File: config.mk
export PLATFORM = sky130hd
export DESIGN_NAME = noc_link_arbiter
export DESIGN_NICKNAME = d
export VERILOG_FILES = /design/src/rtl/noc_link_arbiter.sv
export SDC_FILE = /design/constraint.sdc
export NUM_CORES = 1
export LEC_CHECK = 0
export CAP_MARGIN = 20
export CORE_MARGIN = 3
export CORE_UTILIZATION = 35
export DETAILED_ROUTE_END_ITERATION = 16
export GPL_TIMING_DRIVEN = 1
export PLACE_DENSITY = 0.71
export SLEW_MARGIN = 30
export SYNTH_ARGS = -nofsm -noshare
export SYNTH_HDL_FRONTEND = slang
export SYNTH_SLANG_ARGS = --single-unit
File: constraint.sdc
create_clock -name clk -period 2.6 [get_ports clk]
set_input_delay 0.26 -clock clk [delete_from_list [all_inputs] [get_ports clk]]
set_output_delay 0.26 -clock clk [all_outputs]
set_load 0.02 [all_outputs]
File: src/rtl/noc_link_arbiter.sv
// Packet-granular round-robin arbiter that shares one credit-flow-controlled NoC link
// among NUM_REQ requesters; enable/data are registered, grant is combinational.
module noc_link_arbiter #(
  parameter int unsigned NUM_REQ   = 4,
  parameter int unsigned BUF_DEPTH = 4,
  parameter int unsigned CNT_W     = $clog2(BUF_DEPTH + 1)
) (
  input  logic                  clk,
  input  logic                  rst,
  input  logic [NUM_REQ-1:0]    req,
  input  logic [NUM_REQ-1:0]    req_last,
  input  logic [NUM_REQ*16-1:0] req_data,
  output logic [NUM_REQ-1:0]    grant,
  output logic                  enable,
  output logic [15:0]           data,
  input  logic                  credit,
  output logic [CNT_W-1:0]      credit_cnt,
  output logic                  credit_err
);

  localparam int unsigned DATA_W = 16;
  localparam int unsigned PTR_W  = (NUM_REQ > 1) ? $clog2(NUM_REQ) : 1;
  localparam logic [CNT_W-1:0] CNT_MAX = CNT_W'(BUF_DEPTH);

  typedef enum logic {
    IDLE   = 1'b0,
    LOCKED = 1'b1
  } state_e;

  state_e              state_q, state_d;
  logic [PTR_W-1:0]    rr_ptr_q, rr_ptr_d;
  logic [PTR_W-1:0]    owner_q, owner_d;
  logic                enable_q, enable_d;
  logic [DATA_W-1:0]   data_q, data_d;
  logic [CNT_W-1:0]    credit_cnt_q, credit_cnt_d;
  logic                credit_err_q, credit_err_d;

  logic [PTR_W-1:0]    idx_c;
  logic [PTR_W-1:0]    winner_c;
  logic                found_c;
  logic [PTR_W-1:0]    sel_c;
  logic                accept_c;
  logic                has_credit_c;

  function automatic logic [PTR_W-1:0] inc_ptr(input logic [PTR_W-1:0] p);
    return (32'(p) == NUM_REQ - 1) ? '0 : p + 1'b1;
  endfunction

  // Round-robin search from rr_ptr; descending loop leaves the nearest requester.
  always_comb begin
    idx_c    = '0;
    winner_c = '0;
    found_c  = 1'b0;
    for (int off = NUM_REQ - 1; off >= 0; off--) begin
      idx_c = PTR_W'((32'(rr_ptr_q) + 32'(off)) % NUM_REQ);
      if (req[idx_c]) begin
        winner_c = idx_c;
        found_c  = 1'b1;
      end
    end
  end

  // Next-state, accept and credit bookkeeping.
  always_comb begin
    state_d      = state_q;
    rr_ptr_d     = rr_ptr_q;
    owner_d      = owner_q;
    sel_c        = winner_c;
    accept_c     = 1'b0;
    credit_cnt_d = credit_cnt_q;
    credit_err_d = credit_err_q;
    has_credit_c = (credit_cnt_q != '0);

    if (!rst) begin
      case (state_q)
        IDLE: begin
          if (found_c && has_credit_c) begin
            accept_c = 1'b1;
            if (req_last[winner_c]) begin
              rr_ptr_d = inc_ptr(winner_c);
            end else begin
              owner_d = winner_c;
              state_d = LOCKED;
            end
          end
        end
        LOCKED: begin
          sel_c = owner_q;
          if (req[owner_q] && has_credit_c) begin
            accept_c = 1'b1;
            if (req_last[owner_q]) begin
              state_d  = IDLE;
              rr_ptr_d = inc_ptr(owner_q);
            end
          end
        end
        default: state_d = IDLE;
      endcase
    end

    grant    = accept_c ? (NUM_REQ'(1) << sel_c) : '0;
    enable_d = accept_c;
    data_d   = accept_c ? req_data[32'(sel_c)*DATA_W +: DATA_W] : data_q;

    // Simultaneous accept and credit return cancel out; overflow saturates and flags.
    case ({accept_c, credit})
      2'b10: credit_cnt_d = credit_cnt_q - 1'b1;
      2'b01: begin
        if (credit_cnt_q == CNT_MAX) credit_err_d = 1'b1;
        else                         credit_cnt_d = credit_cnt_q + 1'b1;
      end
      default: credit_cnt_d = credit_cnt_q;
    endcase
  end

  always_ff @(posedge clk or posedge rst) begin
    if (rst) begin
      state_q      <= IDLE;
      rr_ptr_q     <= '0;
      owner_q      <= '0;
      enable_q     <= 1'b0;
      data_q       <= '0;
      credit_cnt_q <= CNT_MAX;
      credit_err_q <= 1'b0;
    end else begin
      state_q      <= state_d;
      rr_ptr_q     <= rr_ptr_d;
      owner_q      <= owner_d;
      enable_q     <= enable_d;
      data_q       <= data_d;
      credit_cnt_q <= credit_cnt_d;
      credit_err_q <= credit_err_d;
    end
  end

  assign enable     = enable_q;
  assign data       = data_q;
  assign credit_cnt = credit_cnt_q;
  assign credit_err = credit_err_q;

endmodule
==> impl_metrics.sql <==
INSERT INTO impl_metrics (metric_group, metric, value, unit) VALUES
('run_status', 'outcome', 'completed', ''),
('cts', 'cts_buffer_depth', '2', ''),
('timing', 'timing.slew.headroom', '67.14', '%'),
('pwr', 'sequential_share_of_power', '23.4', '%'),
('finish', 'layoutNonFillerInstCount', '432', ''),
('floorplanning', 'die-height', '82.08', 'µm'),
('critical_path', 'worst-path-max-fanout', '5', ''),
('critical_path', 'worst_ep_required_time', '2.34', 'ns'),
('pwr', 'internal_power', '1.952', 'mW'),
('route', 'drt_wl_total', '6.894', 'mm'),
('floorplanning', 'die_area', '0.006736', 'mm²'),
('placement', 'dpl.hpwl', '5.507', 'mm'),
('pwr', 'power_switching', '1.445', 'mW'),
('logic_synthesis', 'yosys-mux-area-fraction', '4.818', '%'),
('placement', 'post_place_worst_slack', '-0.1930', 'ns'),
('timing', 'worst_pin_slew', '0.4897', 'ns'),
('critical_path', 'worst-r2r-setup-slack', '0.11', 'ns'),
('pwr', 'power_per_cell_area', '1005', 'mW/mm²'),
('floorplanning', 'core.rowCount', '27', ''),
('critical_path', 'endpoint_kind', 'output port', ''),
('logic_synthesis', 'synthesis.yosys.warnings', '0', ''),
('global_route', 'grt_util_all_layers', '20.68', '%'),
('global_route', 'grt_first_pass_wirelength', '10.90', 'mm'),
('pwr', 'switching_share', '42.54', '%'),
('pwr', 'leakage', '1.379', 'nW'),
('placement', 'place_inst', '426', ''),
('logic_synthesis', 'combinational_family_with_the_most_area_after_synthesis', 'compound AO/OA/AOI/OAI gates', ''),
('route', 'drt_drc_violations_left', '0', ''),
('critical_path', 'worst_path_largest_cell_delay', '0.54', 'ns'),
('timing', 'final_worst_setup_slack', '0.09016', 'ns'),
('logic_synthesis', 'yosys.area_share.adder', '1.606', '%'),
('pwr', 'fin_total_pwr', '3.397', 'mW'),
('critical_path', 'crit_path_start_kind', 'flop', ''),
('cts', 'clk_latency', '0.27', 'ns'),
('logic_synthesis', 'synthCells', '240', ''),
('logic_synthesis', 'avgSynthCellArea', '8.440', 'µm²'),
('finish', 'area_delta_synth_final', '66.83', '%'),
('critical_path', 'timing.setup.critical_path_class', 'flop to output port', ''),
('timing', 'min_period', '2.510', 'ns'),
('logic_synthesis', 'synthSimpleGateAreaFrac', '24.09', '%'),
('hold_path', 'hold-path-endpoint', 'credit_err', ''),
('floorplanning', 'core_area', '0.005540', 'mm²'),
('timing', 'setup_viol_count_final', '0', ''),
('cts', 'tritoncts', 'done', ''),
('finish', 'final_cell_area', '0.003379', 'mm²'),
('global_route', 'grt_start_max_net_pins', '28', ''),
('cts', 'cts-htree-levels', '1', ''),
('pwr', 'share_clk_of_total_power', '10.2', '%'),
('route', 'post_drt_via_cell_ratio', '5.461', ''),
('route', 'postRouteAntennaNets', '0', ''),
('logic_synthesis', 'yosys_register_bits', '26', ''),
('logic_synthesis', 'synth-edff-count', '0', ''),
('critical_path', 'crit_path_cell_trace', 'mux4_2 -> nand2b_4 -> o211ai_1 -> buf_4 -> inv_2 -> and2_1 -> dlygate4sd2_1', ''),
('cts', 'numCtsBuffers', '3', ''),
('cts', 'holdBufCountCts', '0', ''),
('logic_synthesis', 'ys_types', '57', ''),
('timing', 'clock.fmax', '0.3984', 'GHz'),
('route', 'drtIter0Drc', '95', ''),
('global_route', 'grt_overflow', '0', ''),
('placement', 'gp_routability_congestion', '0.8853', ''),
('finish', 'n_antenna_cell', '0', ''),
('finish', 'finish.net_count', '438', ''),
('floorplanning', 'floorplan.io_pins', '100', ''),
('hold_path', 'launch_point_of_the_worst_hold_path', 'credit_err', ''),
('global_route', 'antenna_found_initial', '0', ''),
('route', 'post_drt_wl_per_cell', '15.96', 'µm'),
('logic_synthesis', 'dominantRegCellSynth', 'dfrtp_1', ''),
('logic_synthesis', 'synth_fp_nets', '317', ''),
('critical_path', 'cp_num_buf_inv', '3', ''),
('floorplanning', 'dieWidth', '82.08', 'µm'),
('timing', 'finClkSkew', '0.006161', 'ns');
worst register-to-register path: stages (launching register included):
cell      delay, ns
dfrtp_1        0.42
mux4_2         0.54
nand2b_4       0.15
o211ai_1       0.18
nand2_1        0.15
fa_2           0.41
or3_4          0.34
o21a_1         0.11
o21ai_1        0.12
power groups by stage:
stage	clock network [mW]	logic, mW	registers (mW)
floorplan	0	1.10	0.962
global placement	0	2.20	0.789
detailed placement	0	2.23	0.796
CTS	0.347	2.23	0.790
global route	0.365	2.47	0.825
finish	0.345	2.26	0.794
area by class of cell:
cell class | instances | area (µm²)
Sequential cell | 26 | 651.9
Fill cell | 522 | 2161
Timing Repair Buffer | 133 | 1241
Clock inverter | 1 | 30.03
Inverter | 6 | 22.52
Clock buffer | 3 | 41.29
Multi-Input combinational cell | 191 | 1303
Tap cell | 72 | 90.09
registers in the layout (all words and copies together) (netlist names):
name,flops
data,16
credit_cnt,3
owner_q,2
rr_ptr_q,2
credit_err,1
enable,1
state_q,1
routing by layer:
| layer | GRT usage (%) | vias up | routed length (µm) |
|---|---|---|---|
| met4 | 3.488 | 0 | 34 |
| met1 | 29.78 | 1132 | 3115 |
| met2 | 33.76 | 69 | 3419 |
| met3 | 2.193 | 2 | 324 |
| met5 | 0 | - | 0 |
| li1 | - | 1156 | - |
repair_timing:
| item | 4_1_cts | 5_1_grt |
|---|---|---|
| pin swaps | 0 | 5 |
| gates resized for setup | 4 | 4 |
| buffers inserted | 0 | 2 |
| endpoints found under the setup margin | 4 | 1 |
metrics by stage:
stage / setup TNS (ns) / hold slack [ns]
3_3_place_gp: -0.1246 / 0.4558
3_5_place_dp: -0.4713 / 0.4598
5_1_grt: -0.01897 / 0.5054
6_report: 0 / 0.4823
4_1_cts: 0 / 0.4852
2_1_floorplan: 0 / 0.3085
cell families after synthesis:
group / Yosys count
simple gates: 99
buf+inv: 23
flops: 26
compound gates: 81
fa+ha+maj: 2
mux: 7
xor+xnor: 2
cell usage after synthesis, types with 3 or more instances:
cell | instances | share of area [%]
inv_1 | 5 | 0.93
nand2_1 | 34 | 6.3
and2_1 | 3 | 0.93
a31oi_1 | 15 | 4.6
a221oi_1 | 15 | 6.5
a22o_1 | 15 | 6.5
a21oi_1 | 3 | 0.74
buf_2 | 4 | 0.99
mux2i_1 | 3 | 1.5
nand2b_1 | 4 | 1.2
nor2b_1 | 5 | 1.5
clkbuf_1 | 11 | 2.0
dfrtp_1 | 25 | 31
o211ai_1 | 5 | 1.9
nor2_1 | 33 | 6.1
o21ai_0 | 6 | 1.5
o21ai_1 | 3 | 0.74
worst max path at each step:
stage | cells after the start | slack [ns] | startpoint | end
3_3_place_gp | 9 | -0.11 | req[0] | credit_cnt[2]
5_1_grt | 8 | -0.01 | owner_q[0] | credit_cnt[2]
3_5_place_dp | 9 | -0.19 | req[2] | credit_cnt[2]
2_1_floorplan | 9 | 0.21 | owner_q[1] | credit_cnt[2]
6_report | 7 | 0.09 | owner_q[0] | grant[3]
4_1_cts | 8 | 0.06 | owner_q[0] | credit_cnt[2]
No activity file was read; power rests on OpenSTA's default activity.
